<file path="config.mk">
export PLATFORM = sky130hd
export DESIGN_NAME = vec_read_accum
export DESIGN_NICKNAME = d
export VERILOG_FILES = /design/src/rtl/vec_read_accum.sv
export SDC_FILE = /design/constraint.sdc
export NUM_CORES = 1
export LEC_CHECK = 0
export ABC_AREA = 1
export CORE_MARGIN = 4
export CORE_UTILIZATION = 40
export DETAILED_ROUTE_END_ITERATION = 8
export SLEW_MARGIN = 10
export SYNTH_ARGS = -nofsm -noshare
export SYNTH_HDL_FRONTEND = slang
export SYNTH_SLANG_ARGS = --single-unit
export TNS_END_PERCENT = 30
</file>
<file path="constraint.sdc">
create_clock -name clk -period 4.3 [get_ports clk]
set_clock_uncertainty 0.15 [all_clocks]
set_input_delay 0.43 -clock clk [delete_from_list [all_inputs] [get_ports clk]]
set_output_delay 0.43 -clock clk [all_outputs]
set_load 0.05 [all_outputs]
</file>
<file path="src/rtl/vec_read_accum.sv">
// Pipelined Avalon-MM read master that fetches a vector of signed elements and
// reduces them to a single sum, sum-of-magnitudes or maximum.
//
//  state | meaning
//  IDLE  | waiting for start; inputs captured and accumulator seeded on start
//  ISSUE | presenting reads while elements remain and a return slot is free
//  DRAIN | all reads accepted; waiting for the remaining returns
//  FIN   | one-cycle done pulse, result valid
module vec_read_accum #(
    parameter int DATA_W    = 16,
    parameter int ADDR_W    = 32,
    parameter int RESULT_W  = 32,
    parameter int MAX_OUTST = 4
) (
    input  logic                clk,
    input  logic                reset,
    input  logic                start,
    input  logic [ADDR_W-1:0]   base_ptr,
    input  logic [31:0]         size,
    input  logic [1:0]          mode,
    output logic                busy,
    output logic                done,
    output logic [RESULT_W-1:0] result,
    output logic [ADDR_W-1:0]   address,
    output logic                read,
    input  logic [DATA_W-1:0]   readdata,
    input  logic                waitrequest,
    input  logic                readdatavalid
);

    localparam int OUT_W = $clog2(MAX_OUTST + 1);
    localparam logic [ADDR_W-1:0]   STRIDE   = ADDR_W'(DATA_W / 8);
    localparam logic [OUT_W-1:0]    OUT_MAX  = OUT_W'(MAX_OUTST);
    localparam logic [DATA_W-1:0]   MIN_ELEM = {1'b1, {(DATA_W-1){1'b0}}};

    typedef enum logic [1:0] {IDLE, ISSUE, DRAIN, FIN} state_t;

    state_t                      state_q, state_d;
    logic [ADDR_W-1:0]           addr_q, addr_d;
    logic [31:0]                 size_q, size_d;
    logic [1:0]                  mode_q, mode_d;
    logic [31:0]                 issued_q, issued_d;
    logic [31:0]                 returned_q, returned_d;
    logic [OUT_W-1:0]            outst_q, outst_d;
    logic signed [RESULT_W-1:0]  acc_q, acc_d;
    logic [RESULT_W-1:0]         result_q, result_d;

    logic                        accept;
    logic                        ret_ok;
    logic signed [RESULT_W-1:0]  elem;
    logic signed [RESULT_W-1:0]  elem_abs;
    logic signed [RESULT_W-1:0]  max_ident;

    always_comb begin
        state_d    = state_q;
        addr_d     = addr_q;
        size_d     = size_q;
        mode_d     = mode_q;
        issued_d   = issued_q;
        returned_d = returned_q;
        outst_d    = outst_q;
        acc_d      = acc_q;
        result_d   = result_q;
        busy       = 1'b0;
        done       = 1'b0;

        // read depends only on registered state, so it cannot move while stalled
        read      = (state_q == ISSUE) && (issued_q < size_q) && (outst_q < OUT_MAX);
        accept    = read && !waitrequest;
        ret_ok    = readdatavalid && (outst_q != '0) && (returned_q != size_q);
        elem      = RESULT_W'($signed(readdata));
        elem_abs  = elem[RESULT_W-1] ? -elem : elem;
        max_ident = RESULT_W'($signed(MIN_ELEM));

        if (accept) begin
            issued_d = issued_q + 32'd1;
            addr_d   = addr_q + STRIDE;
        end

        if (ret_ok) begin
            returned_d = returned_q + 32'd1;
            case (mode_q)
                2'd1:    acc_d = acc_q + elem_abs;
                2'd2:    acc_d = (elem > acc_q) ? elem : acc_q;
                default: acc_d = acc_q + elem;
            endcase
        end

        case ({accept, ret_ok})
            2'b10:   outst_d = outst_q + OUT_W'(1);
            2'b01:   outst_d = outst_q - OUT_W'(1);
            default: outst_d = outst_q;
        endcase

        case (state_q)
            IDLE: begin
                if (start) begin
                    addr_d     = base_ptr;
                    size_d     = size;
                    mode_d     = mode;
                    issued_d   = '0;
                    returned_d = '0;
                    acc_d      = (mode == 2'd2) ? max_ident : '0;
                    // an empty vector passes through DRAIN, which exits at once
                    state_d    = (size == 32'd0) ? DRAIN : ISSUE;
                end
            end
            ISSUE: begin
                busy = 1'b1;
                if (issued_q == size_q) state_d = DRAIN;
            end
            DRAIN: begin
                busy = 1'b1;
                if (returned_q == size_q) begin
                    state_d  = FIN;
                    result_d = acc_q;
                end
            end
            FIN: begin
                done    = 1'b1;
                state_d = IDLE;
            end
            default: state_d = IDLE;
        endcase
    end

    always_ff @(posedge clk) begin
        if (!reset) begin
            state_q    <= IDLE;
            addr_q     <= '0;
            size_q     <= '0;
            mode_q     <= '0;
            issued_q   <= '0;
            returned_q <= '0;
            outst_q    <= '0;
            acc_q      <= '0;
            result_q   <= '0;
        end else begin
            state_q    <= state_d;
            addr_q     <= addr_d;
            size_q     <= size_d;
            mode_q     <= mode_d;
            issued_q   <= issued_d;
            returned_q <= returned_d;
            outst_q    <= outst_d;
            acc_q      <= acc_d;
            result_q   <= result_d;
        end
    end

    assign address = addr_q;
    assign result  = result_q;

    // a return with nothing in flight points at a broken interconnect
    assert property (@(posedge clk) disable iff (!reset)
        readdatavalid |-> ((outst_q != '0) && (returned_q != size_q)));

endmodule
</file>
==> results.txt <==
Summed over all cells, the static leakage comes to 7.25 nW. The fmax is 281 MHz. TritonCTS created 17 clock buffers.

Measured on the finished design, the core utilization comes to 0.472. The reg-to-reg setup timing slack is 800 ps. TritonCTS built the clock tree. For the pin with the worst max-slew slack, the measured transition is 969 ps. The number of hold buffers added after cts is 0. The post-detailed-route count of antenna-violating nets is 0. After synthesis, the netlist uses 52 different library cells.

The startpoint identified for the worst hold timing path is result[31]. The combined area of all synthesized cells is 15,100 µm². In this run the worst hold path is classified as flop to flop. The buffer count from post-CTS setup fixing came out at 0. The layout-stage area growth over the synthesis result is 17.0%. The number of placement rows came out at 71. The net count of the finished layout came out at 2,598. The final hold violation count came out at 0. The number of DRC markers after the initial detailed-route iteration is 1,053.

The synthesis-stage register bit count is 199. The post-synth net total came out at 2,482. STA classifies the critical path endpoint as a flop. The maximum vdd ir drop is 0.000355 V.

Along the worst path, the maximum fanout reaches 5. The count of clock tree sinks is 199. The share of final-layout standard cells stronger than drive strength 1 came out at 0.0712. The starting density of the core came out at 0.404. The total of fill cells in the finished design came out at 3,919. The detailed-route wire length per cell is 16.9 µm. The aggregate routed wire length came out at 49,600 µm. At the end of routability-driven placement, the weighted congestion stood at 0.961. The cell chosen for the clock root is sky130_fd_sc_hd__clkbuf_16. Setup total negative slack on the finished layout was measured at 0 ps.

The clock edge transition at the registers on the reported setup and hold paths came out at 80 ps. The number of antenna violations at the first check in global routing is 2. The data required time at the worst endpoint is 4570 ps. The final setup violation count came out at 0. The final HPWL from detailed placement is 38,200 µm. Entering global routing, the biggest net connects 72 pins.

The post-route fraction of the period consumed by the critical path came out at 0.829. Synthesis handed over a netlist of 2,288 instances. The full die area is 41,000 µm².

The worst setup path is launched from a primary input. In this run the worst setup path begins at readdata[1]. Of the synthesized area, sequential elements account for 0.263.

The number of slew-limit violations in the final report is 0. The number of vias per cell came out at 5.19. Data arrives at the worst endpoint at 3830 ps.

Clock latency on the worst-skew pair, taken at its later pin, is 480 ps. The synthesized design contains 0 enable-type register cells. The core footprint is 37,500 µm². Power spread over the standard cell area amounts to 517 nW/µm². For this design the top-level I/O count stands at 154. Setup repair after global routing left no endpoint under its margin. The worst path in the final design needs a cycle of 3560 ps, including I/O delays and setup. The first-pass GRT wire length is 79,300 µm. The total of buffers placed on input and output ports came out at 153.

The number of warnings reported in the yosys synthesis log is 0. The max-slew headroom at the worst pin came out at 0.354. The first detailed-routing pass ran for 5 iterations. The worst register-to-register path begins at mode_q[0].

The clock passes through at most 2 buffers. CTS built an H-tree with a depth of 4. The critical path start-end classification is primary input to flop.

Measured along the x axis, the die boundary spans 203 µm. The total overflow reported by the global router came out at 0. The number of global-route vias before repair came to 14,552.

The fraction of registers with async set/reset is 0. The total routing usage reported by global routing is 0.239. The number of resized instances in the post-cts repair step came out at 0.

The count of vias placed by the detailed router is 15,192. Each instance of the synthesized netlist takes up on average 6.62 µm². The tool flagged a number of max-cap violations equal to 0. The die outline height came out at 203 µm. The flow ran to the end, and the final reports show no timing, DRC or antenna violations. For this run, the leading register cell type out of synthesis is sky130_fd_sc_hd__dfxtp_1. For this run, design rule violations remaining after detail routing come to 0.
registers in the layout, summed over array words and instances (netlist names):
| signal | count |
|---|---|
| acc_q | 32 |
| address | 32 |
| issued_q | 32 |
| mode_q | 2 |
| outst_q | 3 |
| result | 32 |
| returned_q | 32 |
| size_q | 32 |
| state_q | 2 |
final timing paths:
kind | cells past startpoint | endpoint
setup / recovery | 21 | acc_q[28]
hold / removal | 2 | result[31]
setup reg to reg | 21 | acc_q[21]
hold reg to reg | 2 | result[31]
cell usage after synthesis (3+ instances only):
| cell | n | area, µm² |
|---|---|---|
| sky130_fd_sc_hd__a21oi_1 | 198 | 991 |
| sky130_fd_sc_hd__nand3b_1 | 5 | 37.5 |
| sky130_fd_sc_hd__o211ai_1 | 6 | 45.0 |
| sky130_fd_sc_hd__ha_1 | 105 | 1310 |
| sky130_fd_sc_hd__clkbuf_1 | 52 | 195 |
| sky130_fd_sc_hd__o21ai_0 | 117 | 586 |
| sky130_fd_sc_hd__o21bai_1 | 4 | 30.0 |
| sky130_fd_sc_hd__nor2_2 | 9 | 56.3 |
| sky130_fd_sc_hd__inv_2 | 8 | 30.0 |
| sky130_fd_sc_hd__xor2_1 | 112 | 981 |
| sky130_fd_sc_hd__nand2_1 | 466 | 1750 |
| sky130_fd_sc_hd__nand2_2 | 11 | 68.8 |
| sky130_fd_sc_hd__a21o_1 | 7 | 52.6 |
| sky130_fd_sc_hd__nor3_2 | 4 | 40.0 |
| sky130_fd_sc_hd__buf_4 | 8 | 60.1 |
| sky130_fd_sc_hd__inv_1 | 273 | 1020 |
| sky130_fd_sc_hd__xnor2_1 | 21 | 184 |
| sky130_fd_sc_hd__or2_0 | 3 | 18.8 |
| sky130_fd_sc_hd__o21ai_1 | 5 | 25.0 |
| sky130_fd_sc_hd__a21oi_2 | 14 | 123 |
| sky130_fd_sc_hd__clkinv_1 | 4 | 15.0 |
| sky130_fd_sc_hd__nand3_2 | 23 | 230 |
| sky130_fd_sc_hd__buf_2 | 13 | 65.1 |
| sky130_fd_sc_hd__buf_1 | 4 | 15.0 |
| sky130_fd_sc_hd__buf_6 | 6 | 67.6 |
| sky130_fd_sc_hd__dfxtp_1 | 199 | 3980 |
| sky130_fd_sc_hd__nor4_1 | 33 | 206 |
| sky130_fd_sc_hd__nand3_1 | 116 | 581 |
| sky130_fd_sc_hd__nor2_1 | 288 | 1080 |
| sky130_fd_sc_hd__a31oi_1 | 5 | 31.3 |
| sky130_fd_sc_hd__o21a_1 | 7 | 52.6 |
| sky130_fd_sc_hd__or2_2 | 9 | 56.3 |
| sky130_fd_sc_hd__o211ai_2 | 5 | 62.6 |
| sky130_fd_sc_hd__nor3_1 | 50 | 250 |
| sky130_fd_sc_hd__a211oi_2 | 14 | 175 |
| sky130_fd_sc_hd__nand4_1 | 64 | 400 |
stage by stage:
step / setup slack [ps] / power [mW] / hold WS [ps] / area (µm²) / cells
6_report: 736 / 9.16 / 295 / 17700 / 2929
2_1_floorplan: 1230 / 6.14 / 308 / 15100 / 2288
5_1_grt: 392 / 9.88 / 310 / 17700 / 2929
3_5_place_dp: 267 / 7.49 / 287 / 17100 / 2896
4_1_cts: 778 / 9.18 / 298 / 17700 / 2928
3_3_place_gp: 287 / 7.43 / 282 / 17100 / 2896
cell usage in the layout, fill, tap and decap left out, drive strengths merged, types with 2 or more instances in the layout:
cell and n:
a211oi 14, a21o 7, a21oi 212, a31oi 6, buf 30, clkbuf 19
clkdlybuf4s50 151, clkinv 9, dfxtp 199, fa 2, ha 105, inv 288
nand2 477, nand3 140, nand3b 5, nand4 66, nor2 299, nor3 55
nor3b 2, nor4 35, o211ai 11, o21a 7, o21ai 122, o21bai 4
or2 13, xnor2 21, xor2 112
power by group:
group | switching, mW | internal, mW
Clock | 0.859 | 0.801
Sequential | 0.540 | 2.21
Combinational | 3.09 | 1.66
worst max-delay path, cell delays in order:
cell                              delay [ps]
sky130_fd_sc_hd__clkdlybuf4s50_1         480
sky130_fd_sc_hd__inv_1                   130
sky130_fd_sc_hd__ha_1                    190
sky130_fd_sc_hd__nand4_1                 140
sky130_fd_sc_hd__nor2_1                  200
sky130_fd_sc_hd__nand3_1                 120
sky130_fd_sc_hd__nand2_1                 100
sky130_fd_sc_hd__o21ai_0                 110
sky130_fd_sc_hd__xnor2_1                 150
sky130_fd_sc_hd__inv_1                    60
sky130_fd_sc_hd__ha_1                    350
sky130_fd_sc_hd__nand2_1                 120
sky130_fd_sc_hd__o21ai_0                 390
sky130_fd_sc_hd__a21oi_1                 150
sky130_fd_sc_hd__o21ai_0                 160
sky130_fd_sc_hd__nor2_1                   70
sky130_fd_sc_hd__nand3_1                  70
sky130_fd_sc_hd__nand3_1                  90
sky130_fd_sc_hd__nand3_2                  90
sky130_fd_sc_hd__nand2_1                  80
sky130_fd_sc_hd__a21oi_2                 120
cells by family (layout without fill, tap and decap cells):
group                      Yosys count  in the layout  synth area share
DFF                                199            199             0.263
AOI/OAI and AO/OA                  388            388             0.148
adders and majority gates          107            107            0.0894
buffers and inverters              369            498            0.0982
other                                0              1                 0
xor gates and xnor gates           133            133            0.0769
and+or+nand+nor                   1092           1092             0.324
area by class of cell:
type / instances / area [µm²] / share of cell area
multi-input cells: 1720 / 9680 / 0.547
flip-flops and latches: 199 / 3980 / 0.225
repair buffers: 181 / 1750 / 0.0986
inverters: 285 / 1070 / 0.0604
well taps: 511 / 639 / 0.0361
clock buffers: 19 / 453 / 0.0256
clock inverters: 13 / 131 / 0.00742
diodes: 1 / 2.50 / 0.000141
routing by layer:
layer	vias up	part of all wire	GRT usage
li1	7748	-	-
met1	6991	0.48	0.336
met2	392	0.44	0.382
met3	59	0.054	0.0371
met4	2	0.021	0.0715
met5	-	0.00026	0
No activity file was read; power rests on OpenSTA's default activity.
